### src/rtl/hilo_pkg.sv
`default_nettype none
// ============================================================================
// Module   : hilo_pkg
// Purpose  : Shared types and constants for the HI/LO sequencer: FSM state
//            encoding, default datapath width and the unit-select encoding.
// Ports    : none (package)
// Revision : 1.0 - initial release
// ============================================================================
package hilo_pkg;

  // Default datapath width of operands and HI/LO.
  localparam int DEFAULT_WIDTH = 32;

  // Unit-select encoding latched when a request is accepted.
  localparam logic SEL_MULT = 1'b0;
  localparam logic SEL_DIV  = 1'b1;

  // Sequencer states.
  typedef enum logic [1:0] {
    IDLE   = 2'd0,
    LAUNCH = 2'd1,
    WAIT   = 2'd2,
    COMMIT = 2'd3
  } state_t;

endpackage : hilo_pkg
`default_nettype wire

### src/rtl/hilo_ctrl_if.sv
`default_nettype none
// ============================================================================
// Module   : hilo_ctrl_if
// Purpose  : Bundle of request, unit handshake and HI/LO result signals
//            between the control unit / iterative units and hilo_ctrl.
// Modports : slave  - the sequencer (hilo_ctrl)
//            master - control unit plus divide/multiply units (or a bench)
// Signals  : op_div/op_mult/rs_val/rt_val      request from control unit
//            unit_a/unit_b, *_start            operands and launch to units
//            *_done, div_zero, *_hi/*_lo       results from units
//            busy/ack/div0_exc/timeout         status to control unit
//            hi_out/lo_out                     architectural HI/LO
// Options  : HILO_MOVE_TO_EN adds mthi/mtlo requests.
// Revision : 1.0 - initial release
// ============================================================================
interface hilo_ctrl_if
  import hilo_pkg::*;
#(
  parameter int WIDTH = DEFAULT_WIDTH
);

  // Requests from the main control unit.
  logic             op_div;
  logic             op_mult;
  logic [WIDTH-1:0] rs_val;
  logic [WIDTH-1:0] rt_val;
`ifdef HILO_MOVE_TO_EN
  logic             mthi;
  logic             mtlo;
`endif

  // Operands and launch to the iterative units.
  logic [WIDTH-1:0] unit_a;
  logic [WIDTH-1:0] unit_b;
  logic             div_start;
  logic             mult_start;

  // Results from the iterative units.
  logic             div_done;
  logic             div_zero;
  logic [WIDTH-1:0] div_hi;
  logic [WIDTH-1:0] div_lo;
  logic             mult_done;
  logic [WIDTH-1:0] mult_hi;
  logic [WIDTH-1:0] mult_lo;

  // Status and architectural state back to the control unit.
  logic             busy;
  logic             ack;
  logic             div0_exc;
  logic             timeout;
  logic [WIDTH-1:0] hi_out;
  logic [WIDTH-1:0] lo_out;

  modport slave (
    input  op_div, op_mult, rs_val, rt_val,
`ifdef HILO_MOVE_TO_EN
    input  mthi, mtlo,
`endif
    input  div_done, div_zero, div_hi, div_lo,
    input  mult_done, mult_hi, mult_lo,
    output unit_a, unit_b, div_start, mult_start,
    output busy, ack, div0_exc, timeout, hi_out, lo_out
  );

  modport master (
    output op_div, op_mult, rs_val, rt_val,
`ifdef HILO_MOVE_TO_EN
    output mthi, mtlo,
`endif
    output div_done, div_zero, div_hi, div_lo,
    output mult_done, mult_hi, mult_lo,
    input  unit_a, unit_b, div_start, mult_start,
    input  busy, ack, div0_exc, timeout, hi_out, lo_out
  );

endinterface : hilo_ctrl_if
`default_nettype wire

### src/rtl/hilo_ctrl.sv
`default_nettype none
// ============================================================================
// Module   : hilo_ctrl
// Purpose  : Sequencer between the main control unit and the iterative
//            divide/multiply units. Owns the architectural HI/LO registers,
//            launches the selected unit, waits for its completion under a
//            watchdog, and commits results or reports divide-by-zero/timeout.
// Ports    : clk    - system clock
//            reset  - synchronous, active-high reset
//            bus    - hilo_ctrl_if.slave (requests, unit handshake, HI/LO)
// Params   : WIDTH    - datapath width
//            MAX_WAIT - cycles allowed in WAIT before the watchdog aborts
//            CNT_W    - watchdog counter width, 2**CNT_W > MAX_WAIT
// Options  : HILO_MOVE_TO_EN - when defined, mthi/mtlo in IDLE write rs_val
//            directly into HI/LO and pulse ack.
// Revision : 1.0 - initial release
// ============================================================================
module hilo_ctrl
  import hilo_pkg::*;
#(
  parameter int WIDTH    = DEFAULT_WIDTH,
  parameter int MAX_WAIT = 40,
  parameter int CNT_W    = 6
) (
  input wire         clk,
  input wire         reset,
  hilo_ctrl_if.slave bus
);

  // WAIT lasts at most MAX_WAIT cycles: the counter reads 0 in the first
  // WAIT cycle, so the abort decision is taken when it reads MAX_WAIT-1.
  localparam logic [CNT_W-1:0] c_last_cnt = CNT_W'(MAX_WAIT - 1);

  state_t           r_state;
  logic             r_sel;
  logic [CNT_W-1:0] r_cnt;
  logic [WIDTH-1:0] r_unit_a;
  logic [WIDTH-1:0] r_unit_b;
  logic             r_div_start;
  logic             r_mult_start;
  logic             r_ack;
  logic             r_div0_exc;
  logic             r_timeout;
  logic [WIDTH-1:0] r_stage_hi;
  logic [WIDTH-1:0] r_stage_lo;
  logic [WIDTH-1:0] r_hi;
  logic [WIDTH-1:0] r_lo;

  // Completion and results of whichever unit was launched; the other unit's
  // handshake is never looked at.
  logic             w_done;
  logic [WIDTH-1:0] w_res_hi;
  logic [WIDTH-1:0] w_res_lo;
  logic             w_zero;

  always_comb begin
    w_done   = 1'b0;
    w_res_hi = '0;
    w_res_lo = '0;
    w_zero   = 1'b0;
    if (r_sel == SEL_DIV) begin
      w_done   = bus.div_done;
      w_res_hi = bus.div_hi;
      w_res_lo = bus.div_lo;
      w_zero   = bus.div_zero;
    end else begin
      w_done   = bus.mult_done;
      w_res_hi = bus.mult_hi;
      w_res_lo = bus.mult_lo;
    end
  end

  always_ff @(posedge clk) begin
    if (reset) begin
      r_state      <= IDLE;
      r_sel        <= SEL_MULT;
      r_cnt        <= '0;
      r_unit_a     <= '0;
      r_unit_b     <= '0;
      r_div_start  <= 1'b0;
      r_mult_start <= 1'b0;
      r_ack        <= 1'b0;
      r_div0_exc   <= 1'b0;
      r_timeout    <= 1'b0;
      r_stage_hi   <= '0;
      r_stage_lo   <= '0;
      r_hi         <= '0;
      r_lo         <= '0;
    end else begin
      // All status/launch outputs are single-cycle pulses by default.
      r_div_start  <= 1'b0;
      r_mult_start <= 1'b0;
      r_ack        <= 1'b0;
      r_div0_exc   <= 1'b0;
      r_timeout    <= 1'b0;

      case (r_state)
        IDLE: begin
          if (bus.op_div || bus.op_mult) begin
            // Divide wins a simultaneous request; the multiply is dropped.
            r_unit_a     <= bus.rs_val;
            r_unit_b     <= bus.rt_val;
            r_sel        <= bus.op_div ? SEL_DIV : SEL_MULT;
            // Start is registered so it is high exactly during LAUNCH.
            r_div_start  <= bus.op_div;
            r_mult_start <= !bus.op_div;
            r_state      <= LAUNCH;
          end
`ifdef HILO_MOVE_TO_EN
          else if (bus.mthi || bus.mtlo) begin
            if (bus.mthi) begin
              r_hi <= bus.rs_val;
            end
            if (bus.mtlo) begin
              r_lo <= bus.rs_val;
            end
            r_ack <= 1'b1;
          end
`endif
        end

        LAUNCH: begin
          r_cnt   <= '0;
          r_state <= WAIT;
        end

        WAIT: begin
          r_cnt <= r_cnt + 1'b1;
          if (w_zero) begin
            r_div0_exc <= 1'b1;
            r_state    <= IDLE;
          end else if (w_done) begin
            r_stage_hi <= w_res_hi;
            r_stage_lo <= w_res_lo;
            // Registered so ack is high for the whole COMMIT cycle.
            r_ack      <= 1'b1;
            r_state    <= COMMIT;
          end else if (r_cnt == c_last_cnt) begin
            r_timeout <= 1'b1;
            r_state   <= IDLE;
          end
        end

        COMMIT: begin
          r_hi    <= r_stage_hi;
          r_lo    <= r_stage_lo;
          r_state <= IDLE;
        end

        default: begin
          r_state <= IDLE;
        end
      endcase
    end
  end

  assign bus.unit_a     = r_unit_a;
  assign bus.unit_b     = r_unit_b;
  assign bus.div_start  = r_div_start;
  assign bus.mult_start = r_mult_start;
  assign bus.ack        = r_ack;
  assign bus.div0_exc   = r_div0_exc;
  assign bus.timeout    = r_timeout;
  assign bus.hi_out     = r_hi;
  assign bus.lo_out     = r_lo;
  assign bus.busy       = (r_state != IDLE);

endmodule : hilo_ctrl
`default_nettype wire

### src/flat_wrapper.sv
// flat-port wrapper written by rule: the top's interface ports become plain ports
module hilo_ctrl_flat import hilo_pkg::*;
#(
  parameter int WIDTH    = DEFAULT_WIDTH,
  parameter int MAX_WAIT = 40,
  parameter int CNT_W    = 6
)
  (clk, reset, bus_op_div, bus_op_mult, bus_rs_val, bus_rt_val, bus_div_done, bus_div_zero, bus_div_hi, bus_div_lo, bus_mult_done, bus_mult_hi, bus_mult_lo, bus_unit_a, bus_unit_b, bus_div_start, bus_mult_start, bus_busy, bus_ack, bus_div0_exc, bus_timeout, bus_hi_out, bus_lo_out);
  hilo_ctrl_if #(.WIDTH(WIDTH)) bus_i ();
  input wire clk;
  input wire reset;
  input wire logic [$bits(bus_i.op_div)-1:0] bus_op_div;
  input wire logic [$bits(bus_i.op_mult)-1:0] bus_op_mult;
  input wire logic [$bits(bus_i.rs_val)-1:0] bus_rs_val;
  input wire logic [$bits(bus_i.rt_val)-1:0] bus_rt_val;
  input wire logic [$bits(bus_i.div_done)-1:0] bus_div_done;
  input wire logic [$bits(bus_i.div_zero)-1:0] bus_div_zero;
  input wire logic [$bits(bus_i.div_hi)-1:0] bus_div_hi;
  input wire logic [$bits(bus_i.div_lo)-1:0] bus_div_lo;
  input wire logic [$bits(bus_i.mult_done)-1:0] bus_mult_done;
  input wire logic [$bits(bus_i.mult_hi)-1:0] bus_mult_hi;
  input wire logic [$bits(bus_i.mult_lo)-1:0] bus_mult_lo;
  output wire logic [$bits(bus_i.unit_a)-1:0] bus_unit_a;
  output wire logic [$bits(bus_i.unit_b)-1:0] bus_unit_b;
  output wire logic [$bits(bus_i.div_start)-1:0] bus_div_start;
  output wire logic [$bits(bus_i.mult_start)-1:0] bus_mult_start;
  output wire logic [$bits(bus_i.busy)-1:0] bus_busy;
  output wire logic [$bits(bus_i.ack)-1:0] bus_ack;
  output wire logic [$bits(bus_i.div0_exc)-1:0] bus_div0_exc;
  output wire logic [$bits(bus_i.timeout)-1:0] bus_timeout;
  output wire logic [$bits(bus_i.hi_out)-1:0] bus_hi_out;
  output wire logic [$bits(bus_i.lo_out)-1:0] bus_lo_out;
  assign bus_i.op_div = bus_op_div;
  assign bus_i.op_mult = bus_op_mult;
  assign bus_i.rs_val = bus_rs_val;
  assign bus_i.rt_val = bus_rt_val;
  assign bus_i.div_done = bus_div_done;
  assign bus_i.div_zero = bus_div_zero;
  assign bus_i.div_hi = bus_div_hi;
  assign bus_i.div_lo = bus_div_lo;
  assign bus_i.mult_done = bus_mult_done;
  assign bus_i.mult_hi = bus_mult_hi;
  assign bus_i.mult_lo = bus_mult_lo;
  assign bus_unit_a = bus_i.unit_a;
  assign bus_unit_b = bus_i.unit_b;
  assign bus_div_start = bus_i.div_start;
  assign bus_mult_start = bus_i.mult_start;
  assign bus_busy = bus_i.busy;
  assign bus_ack = bus_i.ack;
  assign bus_div0_exc = bus_i.div0_exc;
  assign bus_timeout = bus_i.timeout;
  assign bus_hi_out = bus_i.hi_out;
  assign bus_lo_out = bus_i.lo_out;
  hilo_ctrl #(.WIDTH(WIDTH), .MAX_WAIT(MAX_WAIT), .CNT_W(CNT_W)) u_core (.clk(clk), .reset(reset), .bus(bus_i));
endmodule
### config.mk
export PLATFORM = sky130hd
export DESIGN_NAME = hilo_ctrl_flat
export DESIGN_NICKNAME = d
export VERILOG_FILES = /design/src/rtl/hilo_pkg.sv /design/src/rtl/hilo_ctrl_if.sv /design/src/rtl/hilo_ctrl.sv /design/src/flat_wrapper.sv
export SDC_FILE = /design/constraint.sdc
export NUM_CORES = 1
export LEC_CHECK = 0
export CAP_MARGIN = 15
export CORE_MARGIN = 2
export CORE_UTILIZATION = 43
export CTS_CLUSTER_DIAMETER = 50
export CTS_CLUSTER_SIZE = 12
export DETAILED_ROUTE_END_ITERATION = 10
export GPL_TIMING_DRIVEN = 0
export PLACE_DENSITY = 0.8
export SLEW_MARGIN = 20
export SYNTH_ARGS = -nofsm -noshare
export SYNTH_HDL_FRONTEND = slang
export SYNTH_SLANG_ARGS = --single-unit
### constraint.sdc
create_clock -name clk -period 1.9 [get_ports clk]
set_input_delay 0.19 -clock clk [delete_from_list [all_inputs] [get_ports clk]]
set_output_delay 0.19 -clock clk [all_outputs]
set_load 0.01 [all_outputs]
# Word-level counts from Yosys, hierarchy flattened
# Index checks and enable logic that the tools add are counted.
# op_classes
bitwise	4
n_addsub	1
reduce_logical	12
eq_ne	6
muxes	14
# op_table
cell	count
2-to-1 mux 32 bit	2
one-hot mux 6 bit (2 select lines)	1
2-to-1 mux 2 bit	4
one-hot mux 2 bit (4 select lines)	1
adder 6 x 1 -> 6 bit, second input constant	1
equality test 6 bit, second input constant	1
2-to-1 mux 1 bit	6
OR reduction 3 bit	2
equality test 2 bit, second input constant	2
inequality test 4 x 1 -> 1 bit, second input constant	1
NOT 1 bit	4
AND reduction 2 bit	2
nonzero test 2 bit	2
OR reduction 4 bit	1
AND reduction 3 bit	1
equality test 2 x 1 -> 1 bit, second input constant	1
zero test 2 bit	1
inequality test 2 x 1 -> 1 bit, second input constant	1
OR reduction 2 bit	1
zero test 1 bit	1
logical OR 1 bit	1
# word_totals
in_bits	199
word_cells	51
register_bits	206
output_inout_bits	134

# Longest topological paths before layout
# depth
word_depth	5
depth_mapped	8
ltp_nobuf	6

# Least setup slack after synthesis
# Ideal clock, no wire load.
# synth_timing
path_type	reg-to-reg
start	register u_core.r_state[1]
end	register u_core.r_state[1]
path_buffers	0
path_stages_with_launch	7
required_time_ns	1.814
setup_time_ns	0.086
slack_ns	0.373
synth_period_minus_slack_ns	1.527
arrival_time_ns	1.442
cell_sequence	dfxtp_1 -> inv_1 -> ha_1 -> or3b_2 -> a21oi_1 -> nor2_1 -> a211oi_1
# synth_between
elab_chain_len	3
elab_cells_between_ends	8
classes_between	eq/ne (5); mux (1); reduce/logical (2)
# synth_lines
element	line_no	source
start, declared	hilo_ctrl.sv:34	state_t r_state;
start signal, assigned	hilo_ctrl.sv:75	r_state <= IDLE;
start signal, assigned	hilo_ctrl.sv:107	r_state <= LAUNCH;
start signal, assigned	hilo_ctrl.sv:124	r_state <= WAIT;
equality test 2 bit or zero test 2 bit (tied branches)	hilo_ctrl.sv:97	case (r_state)
inequality test 4 x 1 -> 1 bit (no source line) or inequality test 2 x 1 -> 1 bit (tied branches)	--	
AND reduction 2 bit (no source line)	--	
# Parallel ways exist; a longest one is shown, timed or not.
# A chain may end at the register's enable or synchronous reset.

# Final worst setup path
# layout_timing
start	register u_core.r_state[0]
end	output bus_busy
# layout_between
elab_chain_len	1
# layout_lines
element	line_no	source
nonzero test 2 bit	hilo_ctrl.sv:166	assign bus.busy = (r_state != IDLE);
end, declared	flat_wrapper.sv:27	output wire logic [$bits(bus_i.busy)-1:0] bus_busy;
# No other way between the ends.

==> run summary <==
The run finished with clean final reports. The tools report the maximum clock skew at final layout as 11.4 ps. The leakage power figure was 4.50 nW; the routed wirelength normalized by instance count was 17.3 µm. The synthesized-area fraction occupied by adder cells works out to 0.00775. In this run the most critical hold path is launched from bus_rt_val[31].

The worst register-to-register path has a setup slack of 130 ps. Counting every net in the synthesized netlist gives 1047. The final cycle utilization of the critical path was 0.967; the mean number of vias per cell was 5.02. STA classifies the critical path endpoint as a primary output. The slew of the pin with the lowest slew margin is 716 ps, and the gate count after technology mapping is 843. The synthesized-area fraction occupied by xor and xnor cells is 0.00542. The global routing stage identified its most utilized layer as met2. Number of global-route vias before repair: 7244.

The total power divided by cell area works out to 1200 nW/µm². Total die area: 19900 µm². Number of antenna violations at the first check in global routing: 0. The tools report the startpoint type of the worst setup path as a flop.

The global-route met2 utilization was 0.418; the cell count of the worst hold path was 3. 333 I/O pins were placed. Buffers inserted during clock tree synthesis total 24.

Count of cell types in the netlist: 33. Setup repair after global routing left no endpoint under its margin. The tools report the CTS root buffer as clkbuf_16.

After the first detailed-routing iteration, the DRC count stood at 379. Startpoint of the worst-slack reg-to-reg timing path: u_core.r_state[0]. Data on the critical path arrives at its endpoint at 1650 ps.

For the overall track demand over capacity in global routing, the log shows 0.246. The depth of the CTS H-tree was 1; the total setup violations reported at the end of the flow was 0. For the worst-skew pair, the clock arrives at the later sink with an insertion delay of 500 ps. After clock tree synthesis, the flow added hold-fix buffers numbering 0. The die width is 141 µm, and the number of buffers on the longest clock path is 3.

The weighted congestion at the end of routability-driven global placement was 0.800. The data required time of the critical path came out at 1710 ps. The number of diodes added for antenna fixing is 0. The first global-routing pass estimated 39.1 mm of wire. The endpoint identified for the worst register-to-register timing path is u_core.bus.unit_a[0]. From bottom edge to top edge, the die measures 141 µm. Once routing completed, OpenROAD measured the worst setup slack at 62.4 ps. The tools report the headroom to the max-slew limit as 0.523.

The signed area change from the synthesized netlist to the final layout was 55.1%; the final number of hold-violating endpoints was 0. Leaving out fill and tap cells, the most frequent cells in the layout are clkdlybuf4s50_1 (331), dfxtp_1 (205), nor2_1 (139). The final layout contains 1405 nets. The kind of critical path was flop to primary output. The post-synthesis mux area share is 0.160, and the pin count of the biggest net entering global routing is 13. Post-synthesis share of cell area spent on and, or, nand and nor gates: 0.141. The number of I/O port buffers was 332. The number of pins exceeding their max-slew limit in the final report is 0, and the number of warnings printed during yosys synthesis is 0. Once detail routing completed, the nets flagged for antenna violations numbered 0. For the reported max-cap violation count, the log shows 0. The total via count after detailed routing is 7267.

The logs give 4 for the number of optimization iterations in the first detailed-route pass and 8070 µm² for the mapped cell area. Timing would allow up to 544 MHz. The critical path startpoint was u_core.r_state[0]. Worst IR drop on VDD: 0.675 mV. The share of synthesized registers carrying an async set or reset is 0, and the sequential area share after synthesis is 0.511. For this block, the routed nets add up to 25.0 mm of wire. Of all nets on the critical path, the largest fanout is 4. The clock period minus worst slack was 1840 ps. The worst hold path endpoint is u_core.bus.unit_b[31].

The run gives 0.435 as the effective utilization at floorplan. Counting cells, the worst reg-to-reg path comes to 7. After floorplanning, the core was sized to cover 18600 µm². The DRC violations left is 0, and the sum of overflow across all layers after global routing is 0. The area fraction in compound gates after synthesis came out at 0.134.

The combinational family with the most area after synthesis is multiplexers. Summing all flip-flop and latch instances after layout gives 4130 µm². After clock tree synthesis, the clock-pin slew on the worst setup and hold paths is 60 ps. The met1 track utilization from global routing was 0.318; the number of core rows was 50. In this run, synthesis inferred 0 flip-flops with an integrated enable. For this run, the leading register cell type out of synthesis is dfxtp_1. In this run the worst hold path is classified as primary input to flop. The logs give 206 for the number of clock sinks and 18.5 mm for the HPWL reported at the end of detailed placement.

Counting flops and latches in the post-synthesis netlist gives 206. The logs give -547 ps for the worst setup slack before clock tree synthesis and 1457 for the number of filler instances in the final layout. Hold timing on the final database bottoms out at a slack of 232 ps. The run gives 3630 µm² as the total area of multi-input combinational cells. The average footprint of a synthesized cell works out to 9.58 µm². The tools report the met3 layer usage reported by global route as 0.0448. The share of post-route cells with drive strength above 1 was 0.102. TritonCTS built the clock tree. The leading cell type in the layout, fill and taps excluded is clkdlybuf4s50_1.
how the worst max path moves through the flow:
| stage | slack (ps) | cells past startpoint | to |
|---|---|---|---|
| after floorplan | 370 | 6 | u_core.r_state[1] |
| after global placement | -570 | 5 | u_core.bus.div_start |
| after detailed placement | -550 | 5 | u_core.bus.div_start |
| after CTS | 70 | 4 | bus_busy |
| after global routing | 4 | 4 | bus_busy |
| final | 60 | 4 | bus_busy |
power by group:
part           internal, W  total, W  switching, W
clock network      0.00296   0.00475       0.00179
logic              0.00223   0.00486       0.00263
registers          0.00501   0.00537      0.000354
area by class of cell:
class / instances / area share
buffer: 64 / 0.0257
sequential: 206 / 0.329
tap: 234 / 0.0234
clock inverter: 7 / 0.00979
inverter: 4 / 0.00120
multi-input combinational: 569 / 0.290
timing repair buffer: 332 / 0.265
clock buffer: 33 / 0.0556
kinds of logic (layout without fill, tap and decap cells):
family,after synthesis,after routing
xor+xnor,5,5
mux,129,129
buf+inv,68,440
flops,206,206
simple gates,289,289
fa+ha+maj,5,5
compound gates,141,141
metrics by stage:
| step | power (W) | TNS (ps) | cell area, µm² | utilization | std cells |
|---|---|---|---|---|---|
| 2_1_floorplan | 0.00824 | 0 | 8070 | - | 843 |
| 3_3_place_gp | 0.0102 | -37410 | 11700 | 0.629 | 1409 |
| 3_5_place_dp | 0.0103 | -39430 | 11700 | 0.629 | 1409 |
| 4_1_cts | 0.0150 | 0 | 12500 | 0.673 | 1449 |
| 5_1_grt | 0.0157 | 0 | 12500 | 0.674 | 1449 |
| 6_report | 0.0150 | 0 | 12500 | 0.674 | 1449 |
registers in the layout, summed over array words and instances (netlist names), 2 cells and up:
signal             flops
u_core.r_stage_lo     32
u_core.bus.hi_out     32
u_core.bus.unit_a     32
u_core.r_state         2
u_core.bus.unit_b     32
u_core.bus.lo_out     32
u_core.r_stage_hi     32
u_core.r_cnt           6
synthesized netlist by cell type, drive strengths merged (2+ instances only):
library cell / instances / area [µm²]
dfxtp: 206 / 4120
nor2: 140 / 528
nand2: 134 / 503
mux2i: 129 / 1290
a21oi: 70 / 354
a211oi: 65 / 688
buf: 40 / 224
clkbuf: 24 / 90.1
ha: 5 / 62.6
nand2b: 5 / 38.8
inv: 4 / 15.0
xor2: 4 / 35.0
nand4: 3 / 18.8
o21ai: 2 / 10.0
worst max-delay path, cell delays in order, from the launching register on:
cell and delay [ps]:
dfxtp_1 370, inv_1 100, ha_1 240, inv_1 120
dlygate4sd2_1 320
timing repair:
item	in CTS	in global routing
gates resized for setup	5	3
buffers inserted	0	0
setup endpoints to repair	5	27
routing by layer:
metal  share of wire  up-vias  wire [µm]
met2            0.49      228      12200
met4           0.029        0        725
met1            0.43     3421      10800
li1                -     3568          -
met5               0        -          0
met3           0.051       50       1280
No activity file was read; power rests on OpenSTA's default activity.
